===== config.mk =====
export PLATFORM = sky130hd
export DESIGN_NAME = xy_event_monitor
export DESIGN_NICKNAME = d
export VERILOG_FILES = /design/src/rtl/xy_event_monitor_pkg.sv /design/src/rtl/xy_event_monitor_rise_counter.sv /design/src/rtl/xy_event_monitor.sv
export SDC_FILE = /design/constraint.sdc
export NUM_CORES = 1
export LEC_CHECK = 0
export BUFFER_PORTS_ARGS = -buffer_cell sky130_fd_sc_hd__buf_2
export CORE_ASPECT_RATIO = 0.8
export CORE_MARGIN = 2
export CORE_UTILIZATION = 40
export CTS_CLUSTER_SIZE = 20
export DETAILED_ROUTE_END_ITERATION = 16
export PLACE_DENSITY = 0.65
export SYNTH_ARGS = -nofsm -noshare
export SYNTH_HDL_FRONTEND = slang
export SYNTH_SLANG_ARGS = --single-unit

===== constraint.sdc =====
create_clock -name clk -period 4.1 [get_ports clk]
set_input_delay 0.205 -clock clk [delete_from_list [all_inputs] [get_ports clk]]
set_output_delay 0.205 -clock clk [all_outputs]
set_load 0.05 [all_outputs]

===== src/rtl/xy_event_monitor_pkg.sv =====
// rtl/xy_event_monitor_pkg.sv - shared types and defaults for the X/Y event monitor
package xy_event_monitor_pkg;

  typedef enum logic [1:0] {
    IDLE  = 2'd0,
    RUN   = 2'd1,
    STUCK = 2'd2
  } state_t;

  localparam int CW_DEF   = 8;
  localparam int HOLD_DEF = 4;

endpackage


===== src/rtl/xy_event_monitor_rise_counter.sv =====
// rtl/xy_event_monitor_rise_counter.sv - rising-edge pulse plus saturating edge counter
module rise_counter
  import xy_event_monitor_pkg::*;
#(
  parameter int CW = CW_DEF
) (
  input  logic          clk,
  input  logic          reset,
  input  logic          clear,
  input  logic          in,
  output logic          rise,
  output logic [CW-1:0] count
);

  localparam logic [CW-1:0] COUNT_MAX = '1;

  logic prev;
  logic rise_d;

  assign rise_d = in & ~prev;

  always_ff @(posedge clk) begin
    if (reset) begin
      prev  <= 1'b0;
      rise  <= 1'b0;
      count <= '0;
    end else begin
      prev <= in;
      rise <= rise_d;
      // clear still lets the pulse out but drops the coincident rise from the count
      if (clear) begin
        count <= '0;
      end else if (rise_d && (count != COUNT_MAX)) begin
        count <= count + 1'b1;
      end
    end
  end

endmodule


===== src/rtl/xy_event_monitor.sv =====
// rtl/xy_event_monitor.sv - edge counters for x/y and a y-held-high detector
module xy_event_monitor
  import xy_event_monitor_pkg::*;
#(
  parameter int CW   = CW_DEF,
  parameter int HOLD = HOLD_DEF
) (
  input  logic          clk,
  input  logic          reset,
  input  logic          x,
  input  logic          y,
  input  logic          clear,
  output logic          x_rise,
  output logic          y_rise,
  output logic [CW-1:0] x_count,
  output logic [CW-1:0] y_count,
  output logic          y_stuck
);

  localparam int RCW = $clog2(HOLD + 1);
  localparam logic [RCW-1:0] HOLD_RC = RCW'(HOLD);
  localparam logic [RCW-1:0] ONE_RC  = RCW'(1);

  rise_counter #(.CW(CW)) u_x_counter (
    .clk   (clk),
    .reset (reset),
    .clear (clear),
    .in    (x),
    .rise  (x_rise),
    .count (x_count)
  );

  rise_counter #(.CW(CW)) u_y_counter (
    .clk   (clk),
    .reset (reset),
    .clear (clear),
    .in    (y),
    .rise  (y_rise),
    .count (y_count)
  );

  state_t         state_q, state_d;
  logic [RCW-1:0] rc_q, rc_d;

  always_ff @(posedge clk) begin
    if (reset) begin
      state_q <= IDLE;
      rc_q    <= '0;
      y_stuck <= 1'b0;
    end else begin
      state_q <= state_d;
      rc_q    <= rc_d;
      y_stuck <= (state_d == STUCK);
    end
  end

  // rc stays pinned at HOLD while in STUCK, so it never wraps
  always_comb begin
    state_d = state_q;
    rc_d    = rc_q;
    unique case (state_q)
      IDLE: begin
        if (y) begin
          rc_d    = ONE_RC;
          state_d = (HOLD == 1) ? STUCK : RUN;
        end
      end
      RUN: begin
        if (y) begin
          rc_d = rc_q + 1'b1;
          if ((rc_q + 1'b1) == HOLD_RC) begin
            state_d = STUCK;
          end
        end else begin
          rc_d    = '0;
          state_d = IDLE;
        end
      end
      STUCK: begin
        if (!y) begin
          rc_d    = '0;
          state_d = IDLE;
        end
      end
      default: begin
        rc_d    = '0;
        state_d = IDLE;
      end
    endcase
  end

endmodule


-- Yosys cells after proc, flatten, opt, wreduce, memory -nomap -nowiden
Index checks and enable logic that the tools add are counted.
Widths: inputs -> output; s select.
- register bits: 26
- input port bits: 5
- output and inout bits: 19
- logic and storage cells: 38
- add/sub/neg operators: 3
- equal/unequal tests: 8
- mux-type cells: 9
- bitwise gates (word level): 4
- reductions and logical operators: 5
- operator list (kind ; count):
    $add 8x1->8 const B ; 2
    $ne 8x8->1 const B ; 2
    $mux 3 ; 3
    $pmux 3 s3 ; 1
    $mux 2 ; 4
    $pmux 2 s3 ; 1
    $eq 2x2->1 const B ; 2
    $ne 2x2->1 const B ; 2
    $add 3x1->3 const B ; 1
    $eq 3x3->1 const B ; 1
    $and 1x1->1 ; 2
    $eq 2x1->1 const B ; 1
    $logic_and 1x1->1 ; 2
    $logic_not 2->1 ; 1
    $not 1->1 ; 2
    $reduce_and 2->1 ; 1
    $reduce_or 2->1 ; 1

-- Longest topological paths before layout
Gate-level depths: netlist (run 1).
- word-level depth: 6
- mapped depth: 5
- depth with buffers taken out: 5

-- By module
A second synthesis (run 1) with hierarchy kept.
- cell total of the unflattened synthesis: 136
- area total of the unflattened synthesis: 1315.0 um2
- by module, submodules not included (module ; times used ; cells each ; area each (um2) ; seq. area each (um2)):
    rise_counter ; 2 ; 52 ; 499.2 ; 200.2
    xy_event_monitor ; 1 ; 32 ; 316.6 ; 120.1

-- Least setup slack after synthesis (run 1)
OpenSTA, ideal clock, no wires.
- kind: reg-to-reg
- start: register u_y_counter.count[0]
- end: register u_y_counter.count[6]
- setup time: 91 ps
- arrival time: 1715 ps
- required time: 4009 ps
- path slack: 2294 ps
- stages on the path, launching flop included: 6
- buffers on the path: 0
- clock period less this slack: 1806 ps
- path through: dfxtp_1 ha_1 nand2_1 nor3_1 a21oi_1 a311oi_1
- cells in the longest elaborated chain, start to end: 2
- elaborated cells on any way between the ends: 3
- those cells by class: 1 x add/sub; 1 x eq/ne; 1 x reduce/logical
- RTL lines (item ; line ; text):
    from (decl) ; xy_event_monitor_rise_counter.sv:12 ; output logic [CW-1:0] count
    from (signal assigned) ; xy_event_monitor_rise_counter.sv:34 ; count <= count + 1'b1;
    branches (longest 2 deep; another with $add 8x1->8) ; n/a ;
Several ways; the timed one is not identified.
A chain may end at the register's enable or synchronous reset.

-- Final worst setup path (run 1)
Ends and elaborated chain as after synthesis.

==> impl_results.md, run 1 <==
* Routed Wire Length at 2430 um
* Worst Clk Skew at 0.0119 ns
* Hold Path End: u_x_counter.prev$_SDFF_PP0_
* Die width at 64.3 um
* Critical path required time at 4.34 ns
* Buffer depth of the longest clock path at 2
* H-tree Lvls at 1
* Crit path cell chain: ha_1, nand2_1, nor3_1, a21oi_1, a311oi_1
* Post-Syn Area per Cell at 9.02 um^2
* Number of global-route vias before repair at 869
* Syn Inst Count at 129
* Syn. warnings at 0
* Top-count cell post-synth: dfxtp_1
* Clk_lat worst skew at 0.32 ns
* Worst slew pin tran at 0.465 ns
* Reg2reg start: u_y_counter.count[0]$_SDFFE_PP0P_
* Initial DRC count at 123
* Critical path class: flop to flop
* R2R cell count at 5
* CTS tree: done
* DR vias/cell at 5.45
* Critical path's top delay family: simple AND/OR/NAND/NOR gates
* Tcrit/Tclk final at 0.403
* Most frequent cells after synthesis: dfxtp_1 (26), a21oi_1 (12), nor2_1 (8)
* Die Y at 52.2 um
* Initial Util at 0.421
* Final Hold Violating Endpoints at 0
* Slew HR at 0.687
* Data arrival time of the worst path at 1.90 ns
* Core area at 2770 um^2
* CP max FO at 5
* Boundary pin count at 24
* Yosys reg bits at 26
* Wire per inst at 12.7 um
* R2R Setup Slk at 2.45 ns
* Hold Startpoint: x
* Netlist cell types at 35
* Post-route ant nets at 0
* First-pass GRT wire length at 4040 um
* # clock sinks at 26
* CP Launch Type: flop
* R2r endpoint: u_y_counter.count[6]$_SDFFE_PP0P_
* Worst VDD drop at 227 uV
* Power, Total at 0.000467 W
* Crit end category: flop
* Ys flop type: dfxtp_1
* Slowest cell on crit path: dfxtp_1
* Final Setup Violations at 0
* Post-CTS Setup Repair Bufs at 0
* Buffers on Ports at 23
* PD cells at 340 nW/um^2
* Post-Syn Area at 1160 um^2
* Largest net degree at the start of global routing at 16
* Area Overhead vs Synth at 17.8%
* DR DRC count at 0
* Final Critical Period at 1.65 ns
* Global route overflow at 0
* Post-synth EDFFs at 0
* Clock root buffer: clkbuf_4
* Worst Hold Class: input pin to flop
* GRT Total Usage at 0.158
* DR pass1 iterations at 4
* CTS resizes at 0
* Largest area contributor in the netlist: dfxtp_1
* TNS Setup at 0 ns
* Worst-path clk slew at 0.14 ns
* CP bufs+invs at 0
* P_leak at 0.565 nW
* Area of the die at 3360 um^2
* FFs w/ async S/R, synth at 0
* Hold Path Cell Cnt at 2
* Std cell rows at 17
* Max Freq at 605 MHz
* DP HPWL at 1790 um
* Number of antenna violations at the first check in global routing at 0
* Design Area, Final at 1370 um^2
* Vias at 1047
* Cts hold-fix bufs at 0
* Status: complete, no violations
* Cell Area, Placed at 1320 um^2
* Sequential fraction of the synthesis area at 0.447
* Proportion of layout cells with a drive suffix above 1 at 0.201
* RSZ-0062 raised after global routing: false
* TritonCTS Buffers at 3
* CP peak stage delay at 0.43 ns
* Dominant cells by area after synthesis: dfxtp_1 (45%), a21oi_1 (5.2%), ha_1 (4.3%)
* Slew Limit Fails at 0
* Synth top area share at 0.447
* Final #Nets at 164
* Gpl congestion at 0.854
* Max-cap viol count at 0
* Diode count at 0
* Mapped Nets at 138
state kept, by name, indices dropped and copies added (netlist names):
register / cells
u_x_counter.count: 8
u_y_counter.count: 8
rc_q: 3
state_q: 2
u_x_counter.prev: 1
u_x_counter.rise: 1
u_y_counter.prev: 1
u_y_counter.rise: 1
y_stuck: 1
metal layers:
metal,track usage,share of wire
met1,0.218,0.50
met3,0.0538,0.056
met5,0,0
met2,0.236,0.44
met4,0.0390,0
layout make-up:
| class | instances | area [um^2] |
|---|---|---|
| Timing Repair Buffer | 23 | 115 |
| Clock inverter | 1 | 30.0 |
| Sequential cell | 26 | 520 |
| Inverter | 4 | 15.0 |
| Fill cell | 277 | 1390 |
| Multi-Input combinational cell | 97 | 621 |
| Tap cell | 38 | 47.5 |
| Clock buffer | 3 | 22.5 |
through the flow:
step | cells | hold WS (ns) | util | setup slack (ns)
global placement | 188 | 0.443 | 0.477 | 2.63
CTS | 192 | 0.107 | 0.496 | 2.45
finish | 192 | 0.117 | 0.496 | 2.45
floorplan | 129 | 0.274 | - | 2.29
detailed placement | 188 | 0.441 | 0.477 | 2.51
global route | 192 | 0.125 | 0.496 | 2.17
placed cells by master, fill, tap and decap left out, types with 2 or more instances in the layout:
| cell | instances |
|---|---|
| a211oi_1 | 3 |
| a21oi_1 | 12 |
| a311oi_1 | 4 |
| a31oi_1 | 2 |
| and2b_1 | 2 |
| and3_1 | 3 |
| and4_1 | 2 |
| buf_2 | 23 |
| clkbuf_4 | 3 |
| dfxtp_1 | 26 |
| ha_1 | 4 |
| inv_1 | 4 |
| nand2_1 | 6 |
| nand2b_1 | 3 |
| nand3_1 | 6 |
| nand4_1 | 4 |
| nor2_1 | 8 |
| nor2b_1 | 5 |
| nor3_1 | 5 |
| nor4_1 | 2 |
| o21a_1 | 2 |
| o21ai_0 | 7 |
| xor2_1 | 4 |
report_power, final:
part	switching, W	leakage, nW	internal [W]	total, W
sequential	0.00000417	0.211	0.000258	0.000262
combinational	0.0000216	0.326	0.00000969	0.0000313
clock	0.0000746	0.0279	0.0000989	0.000173
total	0.000100	0.565	0.000366	0.000467
kinds of logic after synthesis:
logic type,synth area share
buffers and inverters,0.0194
XOR/XNOR,0.0376
flip-flops,0.447
AND/OR/NAND/NOR,0.277
adder cells (fa/ha/maj),0.0430
AO/OA/AOI/OAI,0.175
how the worst max path moves through the flow:
stage / from / endpoint / slack, ns / cells past startpoint
after floorplan: u_y_counter.count[0]$_SDFFE_PP0P_ / u_y_counter.count[6]$_SDFFE_PP0P_ / 2.29 / 5
after global placement: u_y_counter.count[0]$_SDFFE_PP0P_ / u_y_counter.count[6]$_SDFFE_PP0P_ / 2.63 / 5
after detailed placement: u_y_counter.count[0]$_SDFFE_PP0P_ / u_y_counter.count[6]$_SDFFE_PP0P_ / 2.51 / 5
after CTS: u_y_counter.count[0]$_SDFFE_PP0P_ / u_y_counter.count[6]$_SDFFE_PP0P_ / 2.45 / 5
after global routing: u_y_counter.count[0]$_SDFFE_PP0P_ / u_y_counter.count[6]$_SDFFE_PP0P_ / 2.17 / 5
final: u_y_counter.count[0]$_SDFFE_PP0P_ / u_y_counter.count[6]$_SDFFE_PP0P_ / 2.45 / 5
No activity file was read; power rests on OpenSTA's default activity.
==> run 2, diff against run 1 <==
--- a/config.mk
+++ b/config.mk
@@ -5,6 +5,7 @@
 export SDC_FILE = /design/constraint.sdc
 export NUM_CORES = 1
 export LEC_CHECK = 0
+export ABC_AREA = 1
 export BUFFER_PORTS_ARGS = -buffer_cell sky130_fd_sc_hd__buf_2
 export CORE_ASPECT_RATIO = 0.8
 export CORE_MARGIN = 2
==> constraint.sdc (replaced) <==
create_clock -name clk -period 1.7 [get_ports clk]
set_input_delay 0.085 -clock clk [delete_from_list [all_inputs] [get_ports clk]]
set_output_delay 0.085 -clock clk [all_outputs]
set_load 0.05 [all_outputs]
==> run 2 against run 1 <==
Register-to-register slack lost 2.1 ns. Setup slack lost 2.1 ns. Core utilization shrank 2.0 points. Sequential power grew 140%. Sequential share of layout area shrank 1.7 points. Fmax grew 21%. Cell count grew 24%. Synthesized cell count grew 35%. Critical path type unchanged. Largest cell class unchanged.
==> impl_results.md, run 2 <==
* Dominant cells by area after synthesis: dfxtp_1 (42%), nand2_1 (13%), nor2_1 (7.6%) (was dfxtp_1 (45%), a21oi_1 (5.2%), ha_1 (4.3%))
* TritonCTS Buffers at 3 (unchanged)
* Cell Area, Placed at 1400 um^2 (was 1320 um^2)
* Max Freq at 732 MHz (was 605 MHz)
* PD cells at 742 nW/um^2 (was 340 nW/um^2)
* Vias at 1093 (was 1047)
* Number of antenna violations at the first check in global routing at 0 (unchanged)
* Cts hold-fix bufs at 0 (unchanged)
* Most used routing layer: met2 (unchanged)
* Largest net degree at the start of global routing at 14 (was 16)
* Switching part of the total at 0.244 (was 0.215)
* Gpl congestion at 0.759 (was 0.854)
* Worst-path clk slew at 0.09 ns (was 0.14 ns)
* Initial Util at 0.409 (was 0.421)
* Tcrit/Tclk final at 0.804 (was 0.403)
* Crit path cell chain: ha_1, nand2_1, nor2_2, nand2_2, nand2_4, inv_2, nor2_1, nor2_1 (was ha_1, nand2_1, nor3_1, a21oi_1, a311oi_1)
* Critical path's top delay family: simple AND/OR/NAND/NOR gates (unchanged)
* Finished Core Util at 0.476 (was 0.496)
* Final #Nets at 210 (was 164)
* CTS resizes at 0 (unchanged)
* Post-Syn Area at 1230 um^2 (was 1160 um^2)
* Post-Syn Area per Cell at 7.10 um^2 (was 9.02 um^2)
* Mapped Nets at 183 (was 138)
* Setup ws final at 0.333 ns (was 2.45 ns)
* Clk network pwr share at 0.320 (was 0.372)
* Commonest cells after routing, fill and taps aside: nand2_1 (44), dfxtp_1 (26), nor2_1 (25), buf_2 (23), inv_1 (18) (was dfxtp_1 (26), buf_2 (23), a21oi_1 (12), nor2_1 (8), o21ai_0 (7))
* Met2 Use GR at 0.220 (was 0.236)
* Data arrival time of the worst path at 1.54 ns (was 1.90 ns)
* Std cell rows at 18 (was 17)
* Area of the die at 3550 um^2 (was 3360 um^2)
* Worst Clk Skew at 0.00912 ns (was 0.0119 ns)
* Final hold slack at 0.0425 ns (was 0.117 ns)
* FF+latch area at 520 um^2 (unchanged)
* Number of global-route vias before repair at 917 (was 869)
* Most frequent cells after synthesis: nand2_1 (44), dfxtp_1 (26), nor2_1 (25) (was dfxtp_1 (26), a21oi_1 (12), nor2_1 (8))
* Area Overhead vs Synth at 16.3% (was 17.8%)
* Post-route ant nets at 0 (unchanged)
* Final Setup Violations at 0 (unchanged)
* Clock root buffer: clkbuf_8 (was clkbuf_4)
* Critical path class: flop to flop (unchanged)
* CP max FO at 7 (was 5)
* Yosys reg bits at 26 (unchanged)
* # fillers at 321 (was 277)
* Initial DRC count at 61 (was 123)
* Buffers on Ports at 23 (unchanged)
* Sequential fraction of the synthesis area at 0.421 (was 0.447)
* Die Y at 53.7 um (was 52.2 um)
* Max-cap viol count at 0 (unchanged)
* DR vias/cell at 4.57 (was 5.45)
* Logic pwr share at 0.086 (was 0.067)
* Most Frequent Cell on Critical Path: nor2_1
* Area of the multi-input gates at 634 um^2 (was 621 um^2)
* DR DRC count at 0 (unchanged)
* Met3 usage at 0.0460 (was 0.0538)
* RSZ-0062 raised after global routing: false (unchanged)
* Commonest non-fill, non-tap cell in the layout: nand2_1 (was dfxtp_1)
* Top-count cell post-synth: nand2_1 (was dfxtp_1)
* Proportion of layout cells with a drive suffix above 1 at 0.181 (was 0.201)
* GRT Total Usage at 0.145 (was 0.158)
* CTS tree: done (unchanged)
* TNS Setup at 0 ns (unchanged)
* Routed Wire Length at 2290 um (was 2430 um)
* Crit end category: flop (unchanged)
* Clk_lat worst skew at 0.27 ns (was 0.32 ns)
* CP bufs+invs at 1 (was 0)
* FFs w/ async S/R, synth at 0 (unchanged)
* CP Launch Type: flop (unchanged)
* Boundary pin count at 24 (unchanged)
* Global route overflow at 0 (unchanged)
* Setup WS pre-CTS at 0.365 ns (was 2.51 ns)
* Wire per inst at 9.58 um (was 12.7 um)
* Slew HR at 0.756 (was 0.687)
* First-pass GRT wire length at 3940 um (was 4040 um)
* Slowest cell on crit path: dfxtp_1 (unchanged)
* Synth top area share at 0.421 (was 0.447)
* P_int at 0.000805 W (was 0.000366 W)
* H-tree Lvls at 1 (unchanged)
* Die width at 66.1 um (was 64.3 um)
* Buffer depth of the longest clock path at 2 (unchanged)
* Final Critical Period at 1.37 ns (was 1.65 ns)
* Status: complete, no violations (unchanged)
* Sw Pwr at 0.000260 W (was 0.000100 W)
* Ys flop type: dfxtp_1 (unchanged)
* Worst slew pin tran at 0.365 ns (was 0.465 ns)
* Met1 usage at 0.198 (was 0.218)
* Design Area, Final at 1440 um^2 (was 1370 um^2)
* Critical path required time at 1.87 ns (was 4.34 ns)
* Reg power frac at 0.594 (was 0.561)
* Worst Hold Class: input pin to flop (unchanged)
* Worst VDD drop at 487 uV (was 227 uV)
* Final Hold Violating Endpoints at 0 (unchanged)
* Diode count at 0 (unchanged)
* CP peak stage delay at 0.41 ns (was 0.43 ns)
* Syn. warnings at 0 (unchanged)
* DP HPWL at 1800 um (was 1790 um)
* Largest area contributor in the netlist: dfxtp_1 (unchanged)
* Netlist cell types at 20 (was 35)
* Post-CTS Setup Repair Bufs at 0 (unchanged)
* Core area at 3020 um^2 (was 2770 um^2)
* # clock sinks at 26 (unchanged)
* Post-synth EDFFs at 0 (unchanged)
* Regs by FF count: u_x_counter.count (8), u_y_counter.count (8), rc_q (3) (unchanged)
* DR pass1 iterations at 4 (unchanged)
* Syn Inst Count at 174 (was 129)
* Slew Limit Fails at 0 (unchanged)
* P_leak at 0.611 nW (was 0.565 nW)
[run 2: cell types whose count changed in the layout (fill, tap and decap cells not counted), sizes merged, moves of 3 or more]
cell	change
nor2	+21
inv	+16
nand3	+5
nor2b	-5
a311oi	-4
nand2	+42
and4	-3
and3	-3
nand2b	-3
[run 2: cells by family (layout without fill, tap and decap cells)]
kind of cell | after synthesis | count (layout) | share of synthesized area
flip-flops | 26 | 26 | 0.421
buffers and inverters | 21 | 46 | 0.0648
XOR/XNOR | 7 | 7 | 0.0496
AO/OA/AOI/OAI | 20 | 20 | 0.0851
AND/OR/NAND/NOR | 96 | 96 | 0.338
adder cells (fa/ha/maj) | 4 | 4 | 0.0405
[run 2: through the flow]
step | std cells | total power, W
4_1_cts | 239 | 0.00108
5_1_grt | 239 | 0.00111
3_5_place_dp | 236 | 0.000740
6_report | 239 | 0.00107
3_3_place_gp | 236 | 0.000740
2_1_floorplan | 174 | 0.000716
[run 2: worst reg2reg max path, stage by stage (launching register included)]
cell and delay, ns:
dfxtp_1 0.41, ha_1 0.22, nand2_1 0.10, nor2_2 0.14
nand2_2 0.09, nand2_4 0.10, inv_2 0.07, nor2_1 0.09
nor2_1 0.05
[run 2: final timing paths]
| kind | start | depth (start not counted) | to | slack [ns] |
|---|---|---|---|---|
| worst max-delay path | u_y_counter.count[1]$_SDFFE_PP0P_ | 8 | u_y_counter.count[1]$_SDFFE_PP0P_ | 0.33 |
| worst min-delay path | x | 3 | u_x_counter.prev$_SDFF_PP0_ | 0.04 |
| worst max register to register | u_y_counter.count[1]$_SDFFE_PP0P_ | 8 | u_y_counter.count[1]$_SDFFE_PP0P_ | 0.33 |
| worst min register to register | u_x_counter.prev$_SDFF_PP0_ | 1 | u_x_counter.rise$_SDFF_PP0_ | 0.42 |
[run 2: final cells by class]
class,count,area share
multi-input cells,127,0.442
flip-flops and latches,26,0.362
repair buffers,23,0.0801
inverters,20,0.0523
well taps,40,0.0348
clock buffers,3,0.0287
[run 2: power by group through the flow]
stage | sequential [W] | combinational, W | clock (W)
global placement | 0.000647 | 0.0000929 | 0
global route | 0.000634 | 0.000102 | 0.000378
finish | 0.000632 | 0.0000919 | 0.000341
CTS | 0.000633 | 0.0000930 | 0.000358
floorplan | 0.000668 | 0.0000476 | 0
detailed placement | 0.000647 | 0.0000931 | 0
[run 2: per-layer routing]
metal / share of wire / wire, um
met1: 0.52 / 1190
met2: 0.43 / 978
met3: 0.040 / 92
met4: 0.010 / 24
met5: 0 / 0
==> run 3, diff against run 2 <==
--- a/config.mk
+++ b/config.mk
@@ -5,7 +5,7 @@
 export SDC_FILE = /design/constraint.sdc
 export NUM_CORES = 1
 export LEC_CHECK = 0
-export ABC_AREA = 1
+export ABC_AREA = 0
 export BUFFER_PORTS_ARGS = -buffer_cell sky130_fd_sc_hd__buf_2
 export CORE_ASPECT_RATIO = 0.8
 export CORE_MARGIN = 2
==> constraint.sdc (replaced) <==
create_clock -name clk -period 1.3 [get_ports clk]
set_input_delay 0.065 -clock clk [delete_from_list [all_inputs] [get_ports clk]]
set_output_delay 0.065 -clock clk [all_outputs]
set_load 0.05 [all_outputs]
==> run 3 against run 2 <==
The run now ends with negative setup slack left. Via count grew 3.0%. Setup slack lost 0.42 ns. Sequential share of layout area shrank 1.9 points. Non-clock buffer count grew 20. Combinational power grew 37%. Final area grew 16%.
==> impl_results.md, run 3 (synthesis results as in run 1) <==
* Status: finished with violations (was complete, no violations)
* Violated checks: negative setup slack
* Power, Total at 0.00134 W (was 0.00107 W)
* Post-route ant nets at 0 (unchanged)
* Worst setup path start: u_x_counter.count[5]$_SDFFE_PP0P_ (was u_y_counter.count[1]$_SDFFE_PP0P_)
* DR pass1 iterations at 4 (unchanged)
* Die width at 64.3 um (was 66.1 um)
* GRT Total Usage at 0.177 (was 0.145)
* Data arrival time of the worst path at 1.65 ns (was 1.54 ns)
* R2R cell count at 4 (was 8)
* # clock sinks at 26 (unchanged)
* Routed Wire Length at 2860 um (was 2290 um)
* Worst Clk Skew at 0.00123 ns (was 0.00912 ns)
* Vias at 1126 (was 1093)
* P_leak at 0.688 nW (was 0.611 nW)
* Hold Path Cell Cnt at 3 (unchanged)
* Initial Util at 0.421 (was 0.409)
* Tcrit/Tclk final at 1.07 (was 0.804)
* Number of antenna violations at the first check in global routing at 0 (unchanged)
* Reg2reg start: u_x_counter.count[5]$_SDFFE_PP0P_ (was u_y_counter.count[1]$_SDFFE_PP0P_)
* DR vias/cell at 5.31 (was 4.57)
* CP max FO at 3 (was 7)
* Regs by FF count: u_x_counter.count (8), u_y_counter.count (8), rc_q (3) (unchanged)
* Hold Path End: rc_q[1]$_SDFFE_PP0P_ (was u_x_counter.prev$_SDFF_PP0_)
* Max-cap viol count at 0 (unchanged)
* Final Setup Violations at 3 (was 0)
* Wire per inst at 13.5 um (was 9.58 um)
* Worst-path clk slew at 0.14 ns (was 0.09 ns)
* CP Launch Type: flop (unchanged)
* R2R Setup Slk at -0.08 ns (was 0.33 ns)
* Finished Core Util at 0.600 (was 0.476)
* Slew Limit Fails at 0 (unchanged)
* Worst VDD drop at 653 uV (was 487 uV)
* Setup ws final at -0.0846 ns (was 0.333 ns)
* Std cell rows at 17 (was 18)
* Global route overflow at 0 (unchanged)
* Crit end category: flop (unchanged)
* Slew HR at 0.748 (was 0.756)
* Proportion of layout cells with a drive suffix above 1 at 0.471 (was 0.181)
* DR DRC count at 0 (unchanged)
* First-pass GRT wire length at 4550 um (was 3940 um)
* Commonest non-fill, non-tap cell in the layout: buf_2 (was nand2_1)
* RSZ-0062 raised after global routing: true (was false)
* Commonest cells after routing, fill and taps aside: buf_2 (23), buf_4 (15), dfxtp_4 (10), a21oi_1 (9), dfxtp_2 (9) (was nand2_1 (44), dfxtp_1 (26), nor2_1 (25), buf_2 (23), inv_1 (18))
* DP HPWL at 1970 um (was 1800 um)
* TritonCTS Buffers at 3 (unchanged)
* Final #Nets at 184 (was 210)
* CTS tree: done (unchanged)
* Area of the die at 3360 um^2 (was 3550 um^2)
* Area Overhead vs Synth at 42.6% (was 16.3%)
* Largest net degree at the start of global routing at 15 (was 14)
* Critical path required time at 1.56 ns (was 1.87 ns)
* Clock root buffer: clkbuf_4 (was clkbuf_8)
* PD cells at 810 nW/um^2 (was 742 nW/um^2)
* Diode count at 0 (unchanged)
* Max Freq at 722 MHz (was 732 MHz)
* Boundary pin count at 24 (unchanged)
* Die Y at 52.2 um (was 53.7 um)
* Hold Startpoint: y (was x)
* Buffers on Ports at 23 (unchanged)
* R2r endpoint: u_x_counter.count[5]$_SDFFE_PP0P_ (was u_y_counter.count[1]$_SDFFE_PP0P_)
* Number of global-route vias before repair at 1047 (was 917)
* Initial DRC count at 58 (was 61)
* Critical path class: flop to flop (unchanged)
* H-tree Lvls at 1 (unchanged)
* Gpl congestion at 0.800 (was 0.759)
* Clk_lat worst skew at 0.32 ns (was 0.27 ns)
* Final Hold Violating Endpoints at 0 (unchanged)
* Buffer depth of the longest clock path at 2 (unchanged)
* Core area at 2770 um^2 (was 3020 um^2)
* Worst Hold Class: input pin to flop (unchanged)
* Final Critical Period at 1.38 ns (was 1.37 ns)
* Worst slew pin tran at 0.376 ns (was 0.365 ns)
run 3: changes by cell type in the layout (fill, tap and decap cells not counted), moves of 9 or more:
| cell | before | now |
|---|---|---|
| dfxtp_4 | 0 | 10 |
| dfxtp_1 | 26 | 7 |
| buf_4 | 0 | 15 |
| nand2_1 | 44 | 5 |
| nor2_1 | 25 | 8 |
| inv_1 | 18 | 4 |
| dfxtp_2 | 0 | 9 |
run 3: how the worst max path moves through the flow:
stage / endpoint / depth (start not counted)
floorplan: u_x_counter.count[5]$_SDFFE_PP0P_ / 4
global placement: u_x_counter.count[5]$_SDFFE_PP0P_ / 4
detailed placement: u_x_counter.count[3]$_SDFFE_PP0P_ / 4
CTS: u_x_counter.count[5]$_SDFFE_PP0P_ / 4
global route: u_x_counter.count[5]$_SDFFE_PP0P_ / 5
finish: u_x_counter.count[5]$_SDFFE_PP0P_ / 4
run 3: what timing repair did:
item | in CTS | in global routing
buffers inserted | 3 | 4
hold buffers | 3 | 0
pin swaps | 3 | 10
gates resized for setup | 2 | 18
endpoints found under the setup margin | 5 | 13
hold endpoints to repair | 4 | 0
run 3: critical path, stage by stage, from the launching register on:
cell     delay [ns]
dfxtp_4        0.36
and4_4         0.17
and3_4         0.18
or4_4          0.48
a21oi_2        0.12
run 3: final cells by class:
| cell class | instances | area (um^2) |
|---|---|---|
| timing repair buffer | 43 | 280 |
| inverter | 4 | 15.0 |
| fill | 266 | 1110 |
| multi-input combinational | 97 | 711 |
| sequential | 26 | 569 |
| clock buffer | 4 | 36.3 |
| tap | 38 | 47.5 |
run 3: layer usage:
layer,global-route usage,vias to the layer above,part of all wire
li1,-,573,-
met1,0.211,521,0.45
met2,0.302,27,0.48
met3,0.0516,5,0.051
met4,0.0709,0,0.012
met5,0,-,0
run 3: where the power goes:
| group | internal [W] | switching, W |
|---|---|---|
| combinational | 0.0000478 | 0.0000786 |
| sequential | 0.000796 | 0.0000133 |
| clock | 0.000171 | 0.000236 |
run 3: stage by stage:
step                hold WS (ns)  std cells  cell area, um^2  setup WS [ns]  setup TNS (ns)
CTS                       0.0532        208             1570        -0.0694          -0.159
finish                    0.0542        212             1660        -0.0846          -0.100
global placement           0.310        198             1480        -0.0349         -0.0480
floorplan                  0.134        129             1240         -0.118          -0.226
detailed placement         0.320        198             1480        -0.0662          -0.133
global route              0.0449        212             1660         -0.166          -0.610
